$ cat config.mk
export PLATFORM = sky130hd
export DESIGN_NAME = debug_display_ctrl
export DESIGN_NICKNAME = d
export VERILOG_FILES = /design/src/rtl/debug_display_ctrl.sv
export SDC_FILE = /design/constraint.sdc
export NUM_CORES = 1
export LEC_CHECK = 0
export ABC_AREA = 1
export ABC_CLOCK_PERIOD_IN_PS = 4200
export BUFFER_PORTS_ARGS = -buffer_cell sky130_fd_sc_hd__buf_2
export CAP_MARGIN = 20
export CORE_MARGIN = 10
export CORE_UTILIZATION = 30
export CTS_BUF_LIST = sky130_fd_sc_hd__clkbuf_4 sky130_fd_sc_hd__clkbuf_8 sky130_fd_sc_hd__clkbuf_16
export CTS_CLUSTER_SIZE = 14
export DETAILED_ROUTE_END_ITERATION = 8
export PLACE_DENSITY = 0.45
export SLEW_MARGIN = 15
export SYNTH_ARGS = -nofsm -noshare
export SYNTH_HDL_FRONTEND = slang
export SYNTH_SLANG_ARGS = --single-unit
$ cat constraint.sdc
create_clock -name clk -period 4.2 [get_ports clk]
set_clock_uncertainty 0.1 [all_clocks]
set_input_delay 0.63 -clock clk [delete_from_list [all_inputs] [get_ports clk]]
set_output_delay 0.63 -clock clk [all_outputs]
set_load 0.02 [all_outputs]
$ cat src/rtl/debug_display_ctrl.sv
// Read-address controller for the debug display FIFO: write tracking, button debounce, browse stepping.
// Optional macro DEBUG_DISPLAY_AUTOSCAN_EN adds a periodic auto-scan up step.
module debug_display_ctrl #(
  parameter int DEPTH       = 32,
  parameter int AW          = 5,
  parameter int DB_CYCLES   = 50000,
  parameter int SCAN_PERIOD = 50000000
) (
  input  logic          clk,
  input  logic          Rst,
  input  logic          mmio_wea,
  input  logic          btn_up,
  input  logic          btn_dn,
  output logic [AW-1:0] rd_addr,
  output logic [AW-1:0] wr_ptr,
  output logic [AW:0]   wr_count,
  output logic          buf_full,
  output logic          up_pulse,
  output logic          dn_pulse
);

  localparam int DBW = $clog2(DB_CYCLES + 1);
  localparam logic [DBW-1:0] DB_LAST = DBW'(DB_CYCLES - 1);
  localparam logic [DBW-1:0] DB_ONE  = DBW'(1);
  localparam logic [AW:0]    DEPTH_W = (AW+1)'(DEPTH);

  localparam logic [1:0] HELD = 2'd0;
  localparam logic [1:0] IDLE = 2'd1;
  localparam logic [1:0] ARM  = 2'd2;
  localparam logic [1:0] REL  = 2'd3;

  if (DEPTH != (1 << AW) || DEPTH < 2 || DEPTH > 32 || DB_CYCLES < 2 || SCAN_PERIOD < 1) begin : g_param_check
    $error("debug_display_ctrl: illegal parameter set");
  end

  logic [1:0] btn_raw;
  logic [1:0] pulse_vec;
  assign btn_raw = {btn_dn, btn_up};

  // Reset lands in HELD so a button held through reset must be released before it can fire.
  for (genvar gi = 0; gi < 2; gi++) begin : g_btn
    logic           sync1_reg;
    logic           sync2_reg;
    logic [1:0]     state_reg;
    logic [DBW-1:0] cnt_reg;
    logic           pulse_reg;

    always_ff @(posedge clk) begin
      if (Rst) begin
        sync1_reg <= 1'b0;
        sync2_reg <= 1'b0;
        state_reg <= HELD;
        cnt_reg   <= '0;
        pulse_reg <= 1'b0;
      end else begin
        sync1_reg <= btn_raw[gi];
        sync2_reg <= sync1_reg;
        pulse_reg <= 1'b0;
        case (state_reg)
          IDLE: begin
            if (sync2_reg) begin
              state_reg <= ARM;
              cnt_reg   <= DB_ONE;
            end
          end
          ARM: begin
            if (!sync2_reg) begin
              state_reg <= IDLE;
            end else if (cnt_reg == DB_LAST) begin
              pulse_reg <= 1'b1;
              state_reg <= HELD;
            end else begin
              cnt_reg <= cnt_reg + 1'b1;
            end
          end
          HELD: begin
            if (!sync2_reg) begin
              state_reg <= REL;
              cnt_reg   <= DB_ONE;
            end
          end
          default: begin
            if (sync2_reg) begin
              state_reg <= HELD;
            end else if (cnt_reg == DB_LAST) begin
              state_reg <= IDLE;
            end else begin
              cnt_reg <= cnt_reg + 1'b1;
            end
          end
        endcase
      end
    end

    assign pulse_vec[gi] = pulse_reg;
  end

  assign up_pulse = pulse_vec[0];
  assign dn_pulse = pulse_vec[1];

  logic step_up;
  logic step_dn;

`ifdef DEBUG_DISPLAY_AUTOSCAN_EN
  localparam int SW = $clog2(SCAN_PERIOD + 1);
  localparam logic [SW-1:0] SCAN_LAST = SW'(SCAN_PERIOD - 1);

  logic [SW-1:0] scan_cnt_reg;
  logic          scan_tick;
  assign scan_tick = (scan_cnt_reg == SCAN_LAST);

  // Any accepted press restarts the period so manual browsing is not overridden.
  always_ff @(posedge clk) begin
    if (Rst || up_pulse || dn_pulse || scan_tick) begin
      scan_cnt_reg <= '0;
    end else begin
      scan_cnt_reg <= scan_cnt_reg + 1'b1;
    end
  end

  assign step_up = up_pulse ? ~dn_pulse : (scan_tick & ~dn_pulse);
`else
  assign step_up = up_pulse & ~dn_pulse;
`endif
  assign step_dn = dn_pulse & ~up_pulse;

  logic [AW:0]   count_next;
  logic [AW:0]   rd_ext;
  logic [AW:0]   rd_inc;
  logic [AW:0]   count_m1;
  logic [AW-1:0] rd_next;

  always_comb begin
    count_next = wr_count;
    if (mmio_wea && wr_count != DEPTH_W) begin
      count_next = wr_count + 1'b1;
    end
  end

  // Stepping wraps over valid entries only and sees the count from before any same-cycle write.
  always_comb begin
    rd_ext   = {1'b0, rd_addr};
    rd_inc   = rd_ext + 1'b1;
    count_m1 = wr_count - 1'b1;
    rd_next  = rd_addr;
    if (wr_count != '0) begin
      if (step_up) begin
        rd_next = (rd_inc >= wr_count) ? '0 : rd_inc[AW-1:0];
      end else if (step_dn) begin
        rd_next = (rd_addr == '0 || rd_ext >= wr_count) ? count_m1[AW-1:0] : rd_addr - 1'b1;
      end
    end
  end

  always_ff @(posedge clk) begin
    if (Rst) begin
      rd_addr  <= '0;
      wr_ptr   <= '0;
      wr_count <= '0;
      buf_full <= 1'b0;
    end else begin
      rd_addr  <= rd_next;
      wr_count <= count_next;
      buf_full <= (count_next == DEPTH_W);
      if (mmio_wea) begin
        wr_ptr <= wr_ptr + 1'b1;
      end
    end
  end

endmodule

---- After elaboration in Yosys (flattened, before gate mapping) ----
Cells that the tools add are included.
word-level totals
  memories ................................ 0
  latch bits .............................. 0
  RAM bits ................................ 0
  bits in read-only memories .............. 0
  word-level logic and storage cells ...... 98
  input bits .............................. 5
  output and inout port bits .............. 19
  flip-flop bits (word level) ............. 59
operators by class
  eq/ne operators ......................... 18
  div/mod/pow operators ................... 0
  bitwise operators ....................... 8
  muxes and demuxes ....................... 33
  shifts and indexed selects .............. 0
  multipliers ............................. 0
  $add $sub $neg .......................... 7
  $lt $le $gt $ge ......................... 2
  reduce and logical (&&, ||, !) cells .... 16
operators with widths
  kind                                               number
  2-to-1 mux 16 bit                                  10
  case mux 16 bit (3 select lines)                   2
  adder 16 x 1 -> 16 bit (second input constant)     2
  == test 16 bit (second input constant)             2
  2-to-1 mux 2 bit                                   12
  2-to-1 mux 5 bit                                   4
  AND reduction 4 bit                                4
  != test 2 bit (second input constant)              6
  case mux 2 bit (3 select lines)                    2
  subtractor 5 x 1 -> 5 bit (second input constant)  2
  nonzero test 4 bit                                 2
  adder 5 x 1 -> 6 bit (second input constant)       1
  adder 6 x 1 -> 6 bit (second input constant)       1
  == test 6 bit (second input constant)              1
  >= comparator 5 x 6 -> 1 bit                       1
  >= comparator 6 bit                                1
  2-to-1 mux 6 bit                                   1
  != test 3 x 1 -> 1 bit (second input constant)     2
  != test 3 bit (second input constant)              2
  != test 6 bit (second input constant)              1
  NOT 1 bit                                          6
  nonzero test 6 bit                                 1
  OR reduction 3 bit                                 2
  adder 5 x 1 -> 5 bit (second input constant)       1
  other kinds (10)                                   15

---- Logic depth before layout (Yosys ltp) ----
  depth in word-level cells ............... 5
  mapped depth ............................ 17
  gate-level depth less buffers ........... 17

---- Least setup slack after synthesis ----
OpenSTA, ideal clock, no wires.
  path kind ............................... register -> register
  start point ............................. register rd_addr[0]
  end point ............................... register rd_addr[2]
  data required time ...................... 3.991 ns
  path slack .............................. 1.913 ns
  data arrival time ....................... 2.078 ns
  cell stages (with the launch flop) ...... 18
  buffers on the path ..................... 0
  path through ............................ dfxtp_1 inv_1 ha_1 inv_1 nand2_1 nand2_1 nand2_1 nand2_1 nand2_4 nand2_1 nand2_1 ha_1 nand3_1 nand2_1 nand2_1 nand3_1 nand2_1 inv_1
on the way
  cells in the longest elaborated chain, start to end .. 5
  elaborated cells between the ends (all ways) .. 10
  those cells by class .................... 2 x add/sub; 2 x order compare; 4 x mux; 2 x reduce/logical
RTL lines
  what                                                          RTL line  text
  start: declaration                                            14        output logic [AW-1:0] rd_addr,
  start signal: assignment                                      162       rd_addr <= rd_next;
  branches (longest 4 deep; another with adder 5 x 1 -> 6 bit)  -
  2-to-1 mux 5 bit (*)                                          147       if (step_up) begin
Every way passes the cells marked *. The select of a mux whose other input is x is not followed.
A chain may end at the register's enable or synchronous reset.

---- Worst setup path in the final report ----
Same ends and word-level chain as after synthesis.

==> results.sh <==
export IMPL_synth_area_top_cells="dfxtp_1 (34%), nand2_1 (9.8%), inv_1 (7.5%), ha_1 (7.3%), nand3_1 (6.5%)"
export IMPL_firstDrtPassIters=4
export IMPL_async_flop_share=0
export IMPL_vias=3248
export IMPL_ios=24
export IMPL_synth_area_sq_um=3450
export IMPL_overflow=0
export IMPL_vias_per_cell=4.81
export IMPL_timing_setup_tns_ps=0
export IMPL_port_buffers=23
export IMPL_layout_nets=552
export IMPL_setup_viol=0
export IMPL_gp_congestion=0.858
export IMPL_fmax_mhz=411
export IMPL_powerDensity_nw_per_um2=371
export IMPL_grt_antenna_before_repair=0
export IMPL_core_sq_um=11300
export IMPL_grt_pass1_vias=3096
export IMPL_vdd_drop_max_mv=0.156
export IMPL_holdBufCountCts=0
export IMPL_gr_usage_met1=0.145
export IMPL_cts_buffers=9
export IMPL_dpl_hpwl_microns=6420
export IMPL_synthFlopType="dfxtp_1"
export IMPL_period_share=0.579
export IMPL_antenna_diode_count=0
export IMPL_clock_latency_ps=320
export IMPL_hold_path_depth=2
export IMPL_initial_core_util=0.305
export IMPL_grtUsageTotal=0.113
export IMPL_worst_pin_slew_ps=585
export IMPL_synth_area_leader_cell="dfxtp_1"
export IMPL_ys_types=36
export IMPL_r2r_slack_ps=1770
export IMPL_htree_levels=3
export IMPL_dp_slack_ps=1750
export IMPL_first_iter_violations=173
export IMPL_synth_seq_area_share=0.343
export IMPL_finalHoldWorstSlack_ps=312
export IMPL_cts_setup_buffers=0
export IMPL_ant_nets=0
export IMPL_routed_wl_microns=8720
export IMPL_yosysWarningCount=0
export IMPL_synth_top_area_share=0.343
export IMPL_grt_use_met2=0.173
export IMPL_die_w_microns=127
export IMPL_worstSetupStartpointType="flip-flop"
export IMPL_wl_per_cell_microns=12.9
export IMPL_hp_class="flip-flop to flip-flop"
export IMPL_met3_usage=0.0339
export IMPL_clockBufferDepth=2
export IMPL_fillers=1229
export IMPL_avgSynthCellArea_sq_um=6.90
export IMPL_yosysMostFrequentCell="nand2_1"
export IMPL_cts_sinks=59
export IMPL_cp_max_fo=8
export IMPL_required_ps=4320
export IMPL_worstSetupEndpointType="flip-flop"
export IMPL_synth_cells=500
export IMPL_drv_cap=0
export IMPL_worst_slack_ps=1770
export IMPL_synth_seq_cells=59
export IMPL_fin_crit_ps=2430
export IMPL_rsz0062_at_grt="no"
export IMPL_timing_final_hold_violations=0
export IMPL_min_from="g_btn[1].sync1_reg$_SDFF_PP0_"
export IMPL_cp_arrival_ps=2550
export IMPL_reg2reg_from="rd_addr[0]$_SDFFE_PP0P_"
export IMPL_area_delta_synth_final_pct=16.8
export IMPL_p_leak_nw=1.73
export IMPL_min_to="g_btn[1].sync2_reg$_SDFF_PP0_"
export IMPL_cts_resized=0
export IMPL_largest_register_ffs=32
export IMPL_die_h_microns=127
export IMPL_slew_violations=0
export IMPL_crit_type="flip-flop to flip-flop"
export IMPL_dieArea_sq_um=16200
export IMPL_synthesis_nets=525
export IMPL_rr_endpoint="rd_addr[2]$_SDFFE_PP0P_"
export IMPL_drive_above_1_share=0.122
export IMPL_num_rows=39
export IMPL_grt_pass1_wl_microns=15200
export IMPL_drc=0
export IMPL_slew_headroom=0.609
export IMPL_reg2regPathDepth=17
export IMPL_cts_tree="done"
export IMPL_root_buffer="clkbuf_16"
export IMPL_grt_start_max_net_pins=36
export IMPL_status="finished clean"
export IMPL_clk_pin_slew_ps=50
export IMPL_yosys_top_cells_count="nand2_1 (90), inv_1 (69), dfxtp_1 (59)"
export IMPL_grt_busiest_layer="met2"
export IMPL_synth_edf_count=0
[through the flow]
step | utilization | cells | power (W) | area [sq um]
detailed placement | 0.328 | 659 | 0.000738 | 3710
global route | 0.356 | 675 | 0.00157 | 4030
CTS | 0.356 | 675 | 0.00153 | 4030
floorplan | - | 500 | 0.000703 | 3450
finish | 0.356 | 675 | 0.00149 | 4030
global placement | 0.328 | 659 | 0.000739 | 3710
[worst max path at each step]
stage                                             endpoint               startpoint  cells past startpoint
after floorplan                    rd_addr[2]$_SDFFE_PP0P_  rd_addr[0]$_SDFFE_PP0P_                     17
after global placement    g_btn[1].cnt_reg[6]$_SDFFE_PP0P_                      Rst                      7
after detailed placement  g_btn[1].cnt_reg[6]$_SDFFE_PP0P_                      Rst                      7
after CTS                          rd_addr[2]$_SDFFE_PP0P_  rd_addr[0]$_SDFFE_PP0P_                     17
after global routing               rd_addr[2]$_SDFFE_PP0P_  rd_addr[0]$_SDFFE_PP0P_                     17
final                              rd_addr[2]$_SDFFE_PP0P_  rd_addr[0]$_SDFFE_PP0P_                     17
[kinds of logic after synthesis]
family / synth area share
buffers and inverters: 0.0951
AND/OR/NAND/NOR: 0.324
adder cells (fa/ha/maj): 0.0726
flip-flops: 0.343
AO/OA/AOI/OAI: 0.133
XOR/XNOR: 0.0330
[report_power, final]
group,internal [W],switching (W),total (W)
sequential,0.000574,0.0000161,0.000590
clock,0.000527,0.000242,0.000769
combinational,0.0000388,0.0000952,0.000134
total,0.00114,0.000354,0.00149
[per-layer routing]
metal	wire, microns	up-vias	share of wire
met5	0	-	0
met4	120	0	0.014
met3	308	10	0.035
met2	3840	53	0.44
met1	4450	1470	0.51
li1	-	1715	-
[critical path, cell delays in order, from the launching register on]
cell	delay, ps
dfxtp_1	430
inv_1	150
ha_1	310
inv_1	70
nand2_1	80
nand2_1	60
nand2_1	40
nand2_1	210
nand2_4	110
nand2_1	70
nand2_1	90
ha_1	220
nand3_1	100
nand2_1	60
nand2_1	50
nand3_1	60
nand2_1	60
inv_1	30
[area by class of cell]
type | count | area [sq um] | area share
Sequential cell | 59 | 1180 | 0.293
Tap cell | 143 | 179 | 0.0444
Clock inverter | 1 | 30.0 | 0.00746
Multi-Input combinational cell | 357 | 1940 | 0.482
Inverter | 76 | 287 | 0.0711
Clock buffer | 15 | 289 | 0.0718
Timing Repair Buffer | 24 | 123 | 0.0304
[placed cells by master (no fill, tap or decap), types with 3 or more instances in the layout]
| cell | Yosys | final |
|---|---|---|
| o21ai_0 | 22 | 22 |
| clkbuf_4 | 0 | 3 |
| nand2_1 | 90 | 90 |
| clkbuf_8 | 0 | 3 |
| xor2_1 | 12 | 12 |
| inv_1 | 69 | 69 |
| a21oi_2 | 5 | 5 |
| nand2_2 | 3 | 3 |
| nor2_1 | 56 | 56 |
| nand3b_1 | 3 | 3 |
| dfxtp_1 | 59 | 59 |
| a21oi_1 | 34 | 34 |
| nor3_1 | 17 | 17 |
| a31oi_1 | 4 | 4 |
| clkbuf_16 | 0 | 9 |
| nor4_1 | 4 | 4 |
| buf_2 | 0 | 23 |
| o211ai_1 | 4 | 4 |
| inv_2 | 6 | 6 |
| nand4_1 | 17 | 17 |
| nand3_1 | 45 | 45 |
| ha_1 | 20 | 20 |
Power figures use the tool's default switching activity.
